File: config.mk
export PLATFORM = sky130hd
export DESIGN_NAME = led_frame_scheduler
export DESIGN_NICKNAME = d
export VERILOG_FILES = /design/src/rtl/led_frame_scheduler.sv
export SDC_FILE = /design/constraint.sdc
export NUM_CORES = 1
export LEC_CHECK = 0
export BUFFER_PORTS_ARGS = -buffer_cell sky130_fd_sc_hd__buf_4
export CELL_PAD_IN_SITES_DETAIL_PLACEMENT = 0
export CELL_PAD_IN_SITES_GLOBAL_PLACEMENT = 1
export CORE_UTILIZATION = 43
export DETAILED_ROUTE_END_ITERATION = 10
export PLACE_DENSITY_LB_ADDON = 0.12
export SYNTH_ARGS = -nofsm -noshare
export SYNTH_HDL_FRONTEND = slang
export SYNTH_SLANG_ARGS = --single-unit
File: constraint.sdc
create_clock -name clk -period 3.3 [get_ports clk]
set_input_delay 0.66 -clock clk [delete_from_list [all_inputs] [get_ports clk]]
set_output_delay 0.66 -clock clk [all_outputs]
set_load 0.01 [all_outputs]
File: src/rtl/led_frame_scheduler.sv
// Frame sequencer for the serial RGB LED matrix: paces frames, fetches one GRB word per pixel,
// hands words to the serializer, inserts the latch gap and steps the sprite address.
// Optional feature macro: BRIGHTNESS_SCALE_EN (adds brightness[2:0], per-channel right shift in LOAD).
module led_frame_scheduler #(
  parameter int NUM_PIXELS      = 128,
  parameter int LATCH_CYCLES    = 2500,
  parameter int FRAME_CYCLES    = 1000000,
  parameter int FRAMES_PER_ANIM = 5
) (
  input  logic        clk,
  input  logic        rst,
  input  logic        enable,
  input  logic [3:0]  estado,
`ifdef BRIGHTNESS_SCALE_EN
  input  logic [2:0]  brightness,
`endif
  output logic [6:0]  pix_addr,
  input  logic [23:0] pix_color,
  output logic        word_valid,
  output logic [23:0] word_data,
  input  logic        word_ready,
  output logic [3:0]  anim_addr,
  output logic        frame_tick,
  output logic        overrun,
  output logic        busy
);

  localparam int PW = $clog2(FRAME_CYCLES + 1);
  localparam int LW = $clog2(LATCH_CYCLES + 1);
  localparam int AW = $clog2(FRAMES_PER_ANIM + 1);

  typedef enum logic [2:0] {IDLE, FETCH, LOAD, SEND, LATCH} state_t;

  state_t          state, state_nxt;
  logic [PW-1:0]   per_cnt;
  logic [LW-1:0]   latch_cnt;
  logic [AW-1:0]   anim_cnt;
  logic            start, hs, last_pix, latch_done;
  logic [3:0]      anim_nxt;
  logic [23:0]     color_cap;

  assign start      = enable && (per_cnt == PW'(FRAME_CYCLES - 1));
  assign hs         = (state == SEND) && word_valid && word_ready;
  assign last_pix   = (pix_addr == 7'(NUM_PIXELS - 1));
  assign latch_done = (state == LATCH) && (latch_cnt == LW'(LATCH_CYCLES - 1));
  assign busy       = (state != IDLE);

`ifdef BRIGHTNESS_SCALE_EN
  assign color_cap = {pix_color[23:16] >> brightness,
                      pix_color[15:8]  >> brightness,
                      pix_color[7:0]   >> brightness};
`else
  assign color_cap = pix_color;
`endif

  // Sprite pairs: idle/happy states bounce 0/1, states 3 and 10 park on 4, the rest bounce 2/3.
  always_comb begin
    anim_nxt = 4'd2;
    case (estado)
      4'd0, 4'd1:  anim_nxt = (anim_addr == 4'd0) ? 4'd1 : 4'd0;
      4'd3, 4'd10: anim_nxt = 4'd4;
      default:     anim_nxt = (anim_addr == 4'd2) ? 4'd3 : 4'd2;
    endcase
  end

  always_ff @(posedge clk) begin
    if (rst || !enable)           per_cnt <= '0;
    else if (start)               per_cnt <= '0;
    else                          per_cnt <= per_cnt + PW'(1);
  end

  always_ff @(posedge clk) begin
    if (rst) state <= IDLE;
    else     state <= state_nxt;
  end

  always_comb begin
    state_nxt = state;
    case (state)
      IDLE:    if (start) state_nxt = FETCH;
      FETCH:   state_nxt = LOAD;
      LOAD:    state_nxt = SEND;
      SEND:    if (hs) state_nxt = last_pix ? LATCH : FETCH;
      LATCH:   if (latch_done) state_nxt = IDLE;
      default: state_nxt = IDLE;
    endcase
  end

  always_ff @(posedge clk) begin
    if (rst) begin
      pix_addr   <= '0;
      word_data  <= '0;
      word_valid <= 1'b0;
      anim_addr  <= '0;
      anim_cnt   <= '0;
      latch_cnt  <= '0;
      frame_tick <= 1'b0;
      overrun    <= 1'b0;
    end else begin
      frame_tick <= 1'b0;
      // A wrap landing mid-frame is dropped; the running frame is never cut short.
      overrun    <= start && (state != IDLE);
      case (state)
        IDLE: if (start) pix_addr <= '0;
        LOAD: begin
          word_data  <= color_cap;
          word_valid <= 1'b1;
        end
        SEND: if (hs) begin
          word_valid <= 1'b0;
          if (!last_pix) pix_addr <= pix_addr + 7'd1;
        end
        LATCH: begin
          if (latch_done) begin
            latch_cnt  <= '0;
            frame_tick <= 1'b1;
            if (anim_cnt == AW'(FRAMES_PER_ANIM - 1)) begin
              anim_cnt  <= '0;
              anim_addr <= anim_nxt;
            end else begin
              anim_cnt  <= anim_cnt + AW'(1);
            end
          end else begin
            latch_cnt <= latch_cnt + LW'(1);
          end
        end
        default: ;
      endcase
    end
  end

endmodule

==> flow_metrics.py, run 1 <==
metrics = {
    "power": {
        "swShare_pct": 20.9,
        "ir_drop_uv": 203,
        "power.net_switching_w": 0.000343,
        "p_int_w": 0.00130,
        "power.leakage_nw": 1.45,
        "power.total_w": 0.00164,
        "pwr-share-seq_pct": 55.3,
        "combPwrFrac_pct": 3.4,
        "pwr_density_cell_nw_per_um2": 404,
        "p_clk_share_pct": 41.3,
    },
    "floorplanning": {
        "dieArea_um2": 8040,
        "chipHeight_um": 89.7,
        "ios": 71,
        "fp.coreArea_um2": 7330,
        "start_util_pct": 45.1,
        "fp-row-count": 31,
        "die_w_um": 89.7,
    },
    "global_routing": {
        "grt_pass1_vias": 2461,
        "grt.total_usage_pct": 18.8,
        "grt_max_degree": 40,
        "grt_first_pass_wirelength_um": 11600,
        "antenna_found_initial": 0,
        "grt-ovfl-total": 0,
    },
    "final_layout": {
        "final_cell_mix": "dfxtp_1 (75), buf_4 (71), nand2_1 (65), a21oi_1 (41), nor2_1 (32)",
        "multiInputGateArea_um2": 1680,
        "nNetsFinal": 497,
        "drive_gt1_share_pct": 19.7,
        "final-seq-area_um2": 1500,
        "stdcell_count": 562,
        "utilization_pct": 55.4,
        "fill_cells": 719,
        "antennaDiodeCount": 0,
        "final_common_cell": "dfxtp_1",
        "area_growth_pct": 22.9,
    },
    "clock_tree": {
        "tritoncts": "done",
        "cts_buffers": 9,
        "clk_pin_slew_ps": 70,
        "cts_setup_buffers": 0,
        "insertion_delay_ps": 340,
        "cts.sinks": 75,
        "cts.repair.resized": 0,
        "cts_root_buffer": "clkbuf_8",
        "clockBufferDepth": 2,
        "htree_levels": 3,
        "cts_hold_buf": 0,
    },
    "place": {
        "hpwl_um": 5160,
        "finalWeightedCongestion": 0.799,
        "placedCellCount": 548,
        "portBuffers": 69,
    },
    "synthesis": {
        "synthArstFlopShare_pct": 0,
        "yosysSeqAreaShare_pct": 45.4,
        "ys.flop_type": "dfxtp_1",
        "netlist_area_um2": 3300,
        "syn-num-nets": 435,
        "synth_edf_count": 0,
        "avgSynthCellArea_um2": 8.30,
        "yosys_warnings": 0,
        "ys_seq_elements": 75,
        "ys_types": 52,
        "syn_inst": 398,
    },
    "setup_path": {
        "setup.worst_path.class": "register to output pin",
        "crit_path_end_kind": "output pin",
        "worst_r2r_path_depth": 5,
        "crit_fanout": 12,
        "critPathArrivalTime_ps": 1500,
        "startpoint_type": "register",
        "required_ps": 2640,
    },
    "timing": {
        "min_period_ps": 2160,
        "period_share_pct": 65.5,
        "fin_worst_skew_ps": 9.81,
        "fmax_mhz": 463,
        "hold_violations": 0,
        "worstMarginPinSlew_ps": 672,
        "maxSlewHeadroom_pct": 54.7,
        "slew_violations": 0,
        "setup_viol": 0,
        "final.setup.tns_ps": 0,
        "hold_ws_ps": 456,
        "rsz0062_at_grt": "no",
    },
    "run_status": {
        "outcome": "complete, no violations",
    },
    "routing": {
        "drt_iter0_markers": 120,
        "vias": 2927,
        "wirelength_um": 7370,
        "drt_first_pass_iters": 4,
        "antenna_left": 0,
        "drc": 0,
        "routedWlPerCell_um": 13.1,
        "via_per_inst": 5.21,
    },
    "min_path": {
        "hold_depth": 2,
        "hold_class": "register to register",
    },
    "job": {
        "cap_violations": 0,
    },
}
## per-stage QoR
stage          setup slack, ps  instance area (um^2)
2_1_floorplan             1360                  3300
3_3_place_gp              1130                  3880
3_5_place_dp              1080                  3880
4_1_cts                   1120                  4060
5_1_grt                   1000                  4060
6_report                  1140                  4060
## registers in the layout, indices dropped and copies added, names as in the netlist
register and flops:
latch_cnt 12, anim_addr 3, overrun 1, per_cnt 20, word_valid 1, word_data 24
frame_tick 1, pix_addr 7, anim_cnt 3, state 3
## power by group through the flow
stage / clock network (W) / logic (W) / registers, W
after detailed placement: 0 / 0.0000566 / 0.000928
after CTS: 0.000706 / 0.0000568 / 0.000906
final: 0.000678 / 0.0000560 / 0.000907
after global routing: 0.000743 / 0.0000611 / 0.000907
after global placement: 0 / 0.0000563 / 0.000928
after floorplan: 0 / 0.0000203 / 0.000928
## logic make-up (layout without fill, tap and decap cells)
kind of cell,Yosys count,count (layout),share of synthesized area (%)
xor gates and xnor gates,20,20,5.30
adders and majority gates,5,5,1.89
DFF,75,75,45.4
and+or+nand+nor,177,177,27.3
AOI/OAI and AO/OA,85,85,15.1
buffers and inverters,32,97,4.01
muxes,3,3,0.909
other,1,1,0.113
## per-layer routing
layer,GRT usage [%],vias up,wire length [um]
met4,5.05,0,52
met1,23.5,1348,3460
met3,6.31,6,270
met2,31.2,50,3590
met5,0,-,0
li1,-,1523,-
## synthesized netlist by cell type (2+ instances only)
cell / instances / share of area, %
or3b_2: 2 / 0.53
and4_1: 2 / 0.53
nor3b_1: 3 / 0.68
nand4_1: 8 / 1.5
a211oi_1: 3 / 0.68
buf_2: 4 / 0.61
a311oi_1: 2 / 0.53
a21oi_1: 41 / 6.2
buf_4: 2 / 0.45
nor4_1: 8 / 1.5
dfxtp_1: 75 / 45
and3_1: 4 / 0.76
o21ai_0: 21 / 3.2
nand2_1: 65 / 7.4
nand3_1: 15 / 2.3
inv_1: 11 / 1.2
or3_1: 8 / 1.5
a41oi_1: 3 / 0.80
a31oi_1: 5 / 0.95
xnor2_1: 13 / 3.4
and3b_1: 2 / 0.53
o31ai_1: 3 / 0.68
mux2i_1: 3 / 0.91
nor3_1: 8 / 1.2
ha_1: 5 / 1.9
xor2_1: 7 / 1.9
nor2_1: 32 / 3.6
clkbuf_1: 13 / 1.5
nor4bb_1: 2 / 0.61
nor4b_1: 2 / 0.53
or4_1: 5 / 1.1
## worst max-delay path, stage by stage, from the launching register on
cell and delay (ps):
dfxtp_1 420, nor3_1 450, inv_1 130, buf_4 170
## worst paths after layout
check	from	endpoint	slack (ps)
worst max register to register	per_cnt[0]$_SDFF_PP0_	per_cnt[18]$_SDFF_PP0_	1220
worst min register to register	word_data[7]$_SDFFE_PP0P_	word_data[7]$_SDFFE_PP0P_	460
worst min-delay path	word_data[7]$_SDFFE_PP0P_	word_data[7]$_SDFFE_PP0P_	460
worst max-delay path	state[0]$_SDFFE_PP0P_	busy	1140
## layout make-up
cell class,instances,area share (%)
Clock buffer,12,3.57
Clock inverter,2,0.924
Inverter,12,1.11
Multi-Input combinational cell,291,41.3
Sequential cell,75,37.0
Tap cell,99,3.05
Timing Repair Buffer,71,13.1
Power figures use the tool's default switching activity.
==> run 2, diff against run 1 <==
--- a/config.mk
+++ b/config.mk
@@ -8,7 +8,7 @@
 export BUFFER_PORTS_ARGS = -buffer_cell sky130_fd_sc_hd__buf_4
 export CELL_PAD_IN_SITES_DETAIL_PLACEMENT = 0
 export CELL_PAD_IN_SITES_GLOBAL_PLACEMENT = 1
-export CORE_UTILIZATION = 43
+export CORE_UTILIZATION = 40
 export DETAILED_ROUTE_END_ITERATION = 10
 export PLACE_DENSITY_LB_ADDON = 0.12
 export SYNTH_ARGS = -nofsm -noshare
==> constraint.sdc (replaced) <==
create_clock -name clk -period 2.1 [get_ports clk]
set_input_delay 0.42 -clock clk [delete_from_list [all_inputs] [get_ports clk]]
set_output_delay 0.42 -clock clk [all_outputs]
set_load 0.01 [all_outputs]
==> flow_metrics.py, run 2 (same netlist as run 1, synthesis figures left out) <==
metrics = {
    "clock_tree": {
        "cts_buffers": 9,
        "clk_pin_slew_ps": 70,
        "cts_hold_buf": 0,
        "cts.sinks": 75,
        "tritoncts": "done",
        "cts_root_buffer": "clkbuf_8",
        "insertion_delay_ps": 340,
        "clockBufferDepth": 2,
        "htree_levels": 3,
    },
    "final_layout": {
        "final_area_um2": 4170,
        "area_growth_pct": 26.1,
        "drive_gt1_share_pct": 22.4,
        "largest_register_ffs": 24,
        "final_cell_mix": "buf_4 (79), dfxtp_1 (75), nand2_1 (65), a21oi_1 (41), nor2_1 (32)",
        "stdcell_count": 575,
        "final_common_cell": "buf_4",
        "nNetsFinal": 505,
        "antennaDiodeCount": 0,
        "regMostFlops": "word_data",
        "top_regs": "word_data: 24 flops, per_cnt: 20 flops, latch_cnt: 12 flops",
    },
    "setup_path": {
        "critPathArrivalTime_ps": 2190,
        "startpoint_type": "register",
        "crit_start": "per_cnt[0]$_SDFF_PP0_",
        "cp_num_buf_inv": 0,
        "required_ps": 2370,
        "setup.worst_path.class": "register to register",
        "crit_fanout": 8,
        "rrSetupSlack_ps": 180,
        "crit_path_end_kind": "register",
        "slowest_stage": "or4_4",
        "worst_r2r_path_depth": 5,
        "crit_family": "simple AND/OR/NAND/NOR gates",
        "r2r_start": "per_cnt[0]$_SDFF_PP0_",
        "cp-endpoint": "per_cnt[18]$_SDFF_PP0_",
        "cp_cell_sequence": "ha_1 > nand2_1 > or4_4 > or4_1 > a21oi_1",
        "cp_slowest_stage_delay_ps": 560,
        "worst-path-stages": 5,
        "r2r-end": "per_cnt[18]$_SDFF_PP0_",
    },
    "power": {
        "ir_drop_uv": 458,
        "pwr_density_cell_nw_per_um2": 640,
        "power.leakage_nw": 1.52,
    },
    "floorplanning": {
        "ios": 71,
        "start_util_pct": 42.1,
        "fp-row-count": 32,
        "chipHeight_um": 92.9,
        "dieArea_um2": 8630,
        "fp.coreArea_um2": 7850,
        "die_w_um": 92.9,
    },
    "global_routing": {
        "grt.total_usage_pct": 18.6,
        "grt.busiest_layer": "met2",
        "grt_first_pass_wirelength_um": 12800,
        "grt_use_met2_pct": 30.8,
        "grt_use_met3_pct": 5.67,
        "grt_pass1_vias": 2748,
        "antenna_found_initial": 0,
        "grtUsageMet1_pct": 23.2,
        "grt-ovfl-total": 0,
        "grt_max_degree": 39,
    },
    "routing": {
        "routedWlPerCell_um": 13.4,
        "drt_iter0_markers": 136,
        "antenna_left": 0,
        "wirelength_um": 7690,
        "drc": 0,
        "via_per_inst": 5.24,
        "drt_first_pass_iters": 4,
        "vias": 3012,
    },
    "timing": {
        "worstMarginPinSlew_ps": 520,
        "setup_viol": 0,
        "fin_worst_skew_ps": 8.02,
        "fmax_mhz": 521,
        "maxSlewHeadroom_pct": 65.4,
        "slew_violations": 0,
        "hold_violations": 0,
        "min_period_ps": 1920,
        "hold_ws_ps": 295,
        "period_share_pct": 91.4,
        "final.setup.tns_ps": 0,
        "rsz0062_at_grt": "no",
    },
    "place": {
        "hpwl_um": 5380,
        "placedCellCount": 559,
        "portBuffers": 69,
        "post_dp_cell_area_um2": 3940,
        "finalWeightedCongestion": 0.857,
    },
    "run_status": {
        "outcome": "complete, no violations",
    },
    "min_path": {
        "hold_class": "primary input to register",
    },
    "job": {
        "cap_violations": 0,
    },
}
==> run 2: cell types whose count changed in the layout (fill, tap and decap cells not counted), sizes merged <==
cell | previous run | this run
clkinv | 1 | 3
buf | 71 | 79
==> run 2: metal layers <==
| layer | routed length (um) | vias up | part of all wire (%) |
|---|---|---|---|
| met5 | 0 | - | 0 |
| met4 | 45 | 0 | 0.59 |
| met3 | 412 | 4 | 5.4 |
| met2 | 3710 | 72 | 48 |
| met1 | 3530 | 1387 | 46 |
| li1 | - | 1549 | - |
==> run 2: how the worst min path moves through the flow <==
stage	slack, ps	to	startpoint	depth (start not counted)
2_1_floorplan	440	per_cnt[0]$_SDFF_PP0_	per_cnt[0]$_SDFF_PP0_	1
3_3_place_gp	440	word_data[14]$_SDFFE_PP0P_	word_data[14]$_SDFFE_PP0P_	2
3_5_place_dp	450	word_data[2]$_SDFFE_PP0P_	word_data[2]$_SDFFE_PP0P_	2
4_1_cts	270	word_valid$_SDFFE_PP0P_	word_ready	2
5_1_grt	280	word_valid$_SDFFE_PP0P_	word_ready	2
6_report	290	word_valid$_SDFFE_PP0P_	word_ready	2
==> run 2: what timing repair did <==
action / in CTS / in global routing
setup buffers: 0 / 0
hold endpoints to repair: 0 / 0
endpoints found under the setup margin: 0 / 8
resized for setup: 0 / 3
==> run 2: area by class of cell <==
| cell class | count | area [um^2] |
|---|---|---|
| clock buffer | 12 | 165 |
| clock inverter | 4 | 47.5 |
| fill | 785 | 3680 |
| inverter | 12 | 45.0 |
| multi-input combinational | 291 | 1690 |
| sequential | 75 | 1500 |
| tap | 102 | 128 |
| timing repair buffer | 79 | 593 |
==> run 2: per-stage QoR <==
step	total power, W	setup slack (ps)	utilization, %
6_report	0.00267	181	53.1
5_1_grt	0.00279	55.9	53.1
4_1_cts	0.00272	93.4	52.9
3_5_place_dp	0.00155	111	50.2
3_3_place_gp	0.00155	168	50.2
2_1_floorplan	0.00149	167	-
==> run 2: report_power, final <==
group / switching [W] / internal, W / leakage, nW
clock: 0.000508 / 0.000642 / 0.108
sequential: 0.00000211 / 0.00142 / 0.604
combinational: 0.0000435 / 0.0000498 / 0.804
total: 0.000554 / 0.00211 / 1.52
